[src/rtl/axis_accum_bcd.sv]
// AXI-Stream packet accumulator: sums the beats of each packet, then converts
// the total to packed BCD with a serial double-dabble engine.
module axis_accum_bcd #(
    parameter int W        = 3,
    parameter int SUM_W    = 7,
    parameter int DIGITS   = 2,
    parameter int SATURATE = 0
) (
    input  logic                  clk,
    input  logic                  rst,
    input  logic                  s_valid,
    output logic                  s_ready,
    input  logic [W-1:0]          s_data,
    input  logic                  s_last,
    output logic                  m_valid,
    input  logic                  m_ready,
    output logic [SUM_W-1:0]      m_sum,
    output logic [4*DIGITS-1:0]   m_bcd,
    output logic                  m_sum_ovf,
    output logic                  m_bcd_ovf,
    output logic [SUM_W-1:0]      acc_sum
);

    typedef enum logic [1:0] {ACC, CONV, OUT} state_t;

    localparam int CW = $clog2(SUM_W + 1);
    localparam logic [63:0] BCD_MAX = 64'(10 ** DIGITS - 1);

    state_t              state;
    logic [CW-1:0]       cnt;
    logic [SUM_W-1:0]    bits;
    logic [4*DIGITS-1:0] bcd;
    logic                ovf;

    logic [SUM_W:0]      sum_ext;
    logic [SUM_W-1:0]    sum_next;
    logic                ovf_next;
    logic [4*DIGITS-1:0] bcd_adj;
    logic [4*DIGITS-1:0] bcd_shift;
    logic                fire;

    assign fire = s_valid && s_ready;

    always_comb begin
        sum_ext  = {1'b0, acc_sum} + {{(SUM_W + 1 - W){1'b0}}, s_data};
        sum_next = sum_ext[SUM_W-1:0];
        if (sum_ext[SUM_W] && (SATURATE != 0))
            sum_next = '1;
        ovf_next = ovf | sum_ext[SUM_W];
    end

    // Add-3 correction per digit; the top digit's carry-out falls off on shift
    always_comb begin
        bcd_adj = bcd;
        for (int k = 0; k < DIGITS; k++) begin
            if (bcd[4*k +: 4] >= 4'd5)
                bcd_adj[4*k +: 4] = bcd[4*k +: 4] + 4'd3;
        end
        bcd_shift = {bcd_adj[4*DIGITS-2:0], bits[SUM_W-1]};
    end

    always_ff @(posedge clk) begin
        if (rst) begin
            state     <= ACC;
            s_ready   <= 1'b0;
            m_valid   <= 1'b0;
            m_sum     <= '0;
            m_bcd     <= '0;
            m_sum_ovf <= 1'b0;
            m_bcd_ovf <= 1'b0;
            acc_sum   <= '0;
            ovf       <= 1'b0;
            cnt       <= '0;
            bits      <= '0;
            bcd       <= '0;
        end else begin
            unique case (state)
                ACC: begin
                    s_ready <= 1'b1;
                    if (fire) begin
                        acc_sum <= sum_next;
                        ovf     <= ovf_next;
                        if (s_last) begin
                            m_sum     <= sum_next;
                            m_sum_ovf <= ovf_next;
                            m_bcd_ovf <= 64'(sum_next) > BCD_MAX;
                            acc_sum   <= '0;
                            ovf       <= 1'b0;
                            bits      <= sum_next;
                            bcd       <= '0;
                            cnt       <= '0;
                            s_ready   <= 1'b0;
                            state     <= CONV;
                        end
                    end
                end
                CONV: begin
                    if (cnt == CW'(SUM_W)) begin
                        m_bcd   <= bcd;
                        m_valid <= 1'b1;
                        state   <= OUT;
                    end else begin
                        bcd  <= bcd_shift;
                        bits <= bits << 1;
                        cnt  <= cnt + 1'b1;
                    end
                end
                OUT: begin
                    if (m_ready) begin
                        m_valid <= 1'b0;
                        s_ready <= 1'b1;
                        state   <= ACC;
                    end
                end
                default: state <= ACC;
            endcase
        end
    end

endmodule
[config.mk]
export PLATFORM = sky130hd
export DESIGN_NAME = axis_accum_bcd
export DESIGN_NICKNAME = d
export VERILOG_FILES = /design/src/rtl/axis_accum_bcd.sv
export SDC_FILE = /design/constraint.sdc
export NUM_CORES = 1
export LEC_CHECK = 0
export CAP_MARGIN = 20
export CORE_MARGIN = 2
export CORE_UTILIZATION = 57
export CTS_CLUSTER_DIAMETER = 80
export DETAILED_ROUTE_END_ITERATION = 7
export HOLD_SLACK_MARGIN = 0.06
export PLACE_DENSITY = 0.91
export SYNTH_ARGS = -nofsm -noshare
export SYNTH_HDL_FRONTEND = slang
export SYNTH_SLANG_ARGS = --single-unit
export TNS_END_PERCENT = 20
[constraint.sdc]
create_clock -name clk -period 3.4 [get_ports clk]
set_input_delay 1.02 -clock clk [delete_from_list [all_inputs] [get_ports clk]]
set_output_delay 1.02 -clock clk [all_outputs]
set_load 0.05 [all_outputs]
==> impl_metrics.tcl <==
set metrics [dict create \
    grt_overflow 0 \
    synth_area_per_cell_sq_um 8.70 \
    synth_cell_types 47 \
    core_sq_um 3720 \
    synth_mux_area_share_pct 0.892 \
    start_util_pct 60.4 \
    slew_viol_final 0 \
    finalHoldViolCount 0 \
    antenna_found_initial 0 \
    n_fill_cell 286 \
    synth_edf_count 0 \
    crit_type "input port to register" \
    dp_hpwl_mm 3.41 \
    r2r_cells 7 \
    maxSlewHeadroom_pct 53.4 \
    period_needed_ns 2.87 \
    slowest_delay_ns 0.42 \
    grt_max_degree 21 \
    status "finished clean" \
    cts.clk_slew.worst_paths_ns 0.08 \
    ir_drop_uv 270 \
    path_buf_inv 1 \
    port_buffers 33 \
    leakagePower_uw 0.000968 \
    synth_ff_type "dfxtp_1" \
    syn-cell-area_sq_um 2240 \
    hold_depth 2 \
    finalWirelength_mm 5.06 \
    htreeDepth 2 \
    path_depth 8 \
    placed_area_sq_um 2570 \
    endpoint_kind "register" \
    synth_top_area_share_pct 41.9 \
    critical_path.cell_chain "clkdlybuf4s50_1 > ha_1 > fa_1 > a21oi_1 > and2b_2 > xor2_2 > nand2_1 > o41ai_2" \
    worst_slew_pin_slew_ns 0.696 \
    cts_tree "built" \
    required_ns 3.60 \
    max-cap-violations 0 \
    clockBufferDepth 2 \
    grt_pass1_wl_mm 8.22 \
    drt_iter0_drc 126 \
    synth-simple-area-share_pct 25.5 \
    yosysMostFrequentCell "dfxtp_1" \
    die_h_um 66.8 \
    synthToLayoutAreaGrowth_pct 19.2 \
    finalSetupViolations 0 \
    synth_compound_area_share_pct 17.3 \
    synth_top_family_by_area "simple AND/OR/NAND/NOR gates" \
    cts_setup_buffers 0 \
    synthCells 258 \
    synthArstFlopShare_pct 0 \
    synth_area_leader_cell "dfxtp_1" \
    yosys_warnings 0 \
    synth_xor_xnor_area_share_pct 3.46 \
    cpLargestDelayFamily "adder cells" \
    layout.nets 305 \
    gp_congestion 0.867 \
    rows 22 \
    startpoint "s_data[0]" \
    ys_seq_area_share_pct 41.9 \
    numCtsBuffers 5 \
    ys_top_cells_by_count "dfxtp_1 (47), nor2_1 (35), a21oi_1 (34)" \
    cp_max_fo 3 \
    cellPowerDensity_nw_per_um2 400 \
    antenna_cells 0 \
    cts_resized 0 \
    cts.sinks 47 \
    worstSetupStartpointType "input port" \
    hp-start "bits[0]" \
    synth_fa_ha_area_share_pct 5.91 \
    rsz0062_at_grt "false" \
    worstPathArrival_ns 3.08 \
    hold_buffers 0 \
    vias 1953 \
    timing.fmax_mhz 348 \
    period_share_pct 84.5 \
    fin_util_pct 72.0 \
    drive_above_1_share_pct 11.1 \
    grt_pass1_vias 1717 \
    fp.dieW_um 66.8 \
    cts-root-buf "clkbuf_8" \
    synth_seq_cells 47 \
    grt_usage_pct 24.4 \
    cpMaxStageDelayCell "fa_1" \
    via_per_inst 5.81 \
    finalClockSkew_ns 0.00586 \
    drt-pass1-iter-count 4 \
    dieArea_sq_um 4460 \
    ioPinCount 34 \
    route.detailed.drc 0 \
    ant_nets 0 \
    synth_nets 276 \
    fin_area_sq_um 2680 \
    wl_per_cell_um 15.1 \
    tns_ns 0 \
    rr_startpoint "acc_sum[0]" \
    synth_area_leaders "dfxtp_1 (42%), a21oi_1 (7.6%), nor2_1 (5.9%)" \
    hold_path_class "register to register" \
    insertion_delay_ns 0.30 \
]
-- cells by family (layout without fill, tap and decap cells) --
logic type               Yosys count  in the layout
AO/OA/AOI/OAI                     63             63
adder cells (fa/ha/maj)           10             10
flip-flops                        47             47
XOR/XNOR                           8              8
AND/OR/NAND/NOR                  108            108
multiplexers                       2              2
buffers and inverters             20             50
-- metal layers --
layer | part of all wire (%) | routed length [um] | vias to the layer above | track usage, %
met5 | 0 | 0 | - | 0
met4 | 1.6 | 81 | 0 | 8.42
met3 | 6.1 | 310 | 10 | 3.55
met2 | 49 | 2460 | 69 | 39.8
met1 | 44 | 2210 | 932 | 32.9
li1 | - | - | 942 | -
-- worst paths after layout --
kind               end  slack (ns)
max          m_bcd_ovf        0.53
min            bits[0]        0.46
max reg2reg  m_bcd_ovf        1.34
min reg2reg    bits[0]        0.46
-- placed cells by master, fill, tap and decap left out, types with 3 or more instances in the layout --
master            n
nand2_1          31
nor2_4            3
xnor2_1           4
a211oi_1          5
o21ai_0           7
nand3_1           7
ha_1              9
nor3_2            4
a21oi_1          34
nand2b_1          7
nor2_1           35
nand3b_1          3
buf_4             4
dfxtp_1          47
xor2_1            3
clkdlybuf4s50_1  33
clkbuf_8          7
nor3_1            3
a22oi_1           6
inv_1             5
-- state kept, by name (all words and copies together), names as in the netlist --
signal and flops:
acc_sum 7, bits 7, bcd 8, m_valid 1
s_ready 1, m_sum_ovf 1, cnt 3, m_bcd 8
state 2, ovf 1, m_sum 7, m_bcd_ovf 1
-- tightest hold or removal path: cells and delay by family, from the launching register on --
| kind | cells | cell delay [ns] |
|---|---|---|
| AOI/OAI and AO/OA | 1 | 0.05 |
| and+or+nand+nor | 1 | 0.05 |
| DFF | 1 | 0.32 |
-- final cells by class --
| cell class | instances | area [sq um] | area share (%) |
|---|---|---|---|
| clock buffers | 7 | 96.3 | 3.60 |
| flip-flops and latches | 47 | 941 | 35.2 |
| clock inverters | 1 | 7.51 | 0.281 |
| repair buffers | 37 | 360 | 13.5 |
| multi-input cells | 191 | 1190 | 44.6 |
| inverters | 5 | 18.8 | 0.701 |
| well taps | 48 | 60.1 | 2.24 |
-- report_power, final --
part / total [uW] / switching (uW) / internal [uW]
logic: 125 / 81.5 / 43.5
registers: 570 / 8.94 / 561
clock network: 377 / 191 / 185
-- through the flow --
stage / hold WS, ns / total power [uW] / instances / worst slack, ns
finish: 0.458 / 1070 / 336 / 0.525
floorplan: 0.431 / 672 / 258 / 0.835
global route: 0.478 / 1110 / 336 / 0.486
CTS: 0.459 / 1070 / 336 / 0.572
global placement: 0.440 / 704 / 328 / 0.360
detailed placement: 0.447 / 707 / 328 / 0.267
No activity file was read; power rests on OpenSTA's default activity.
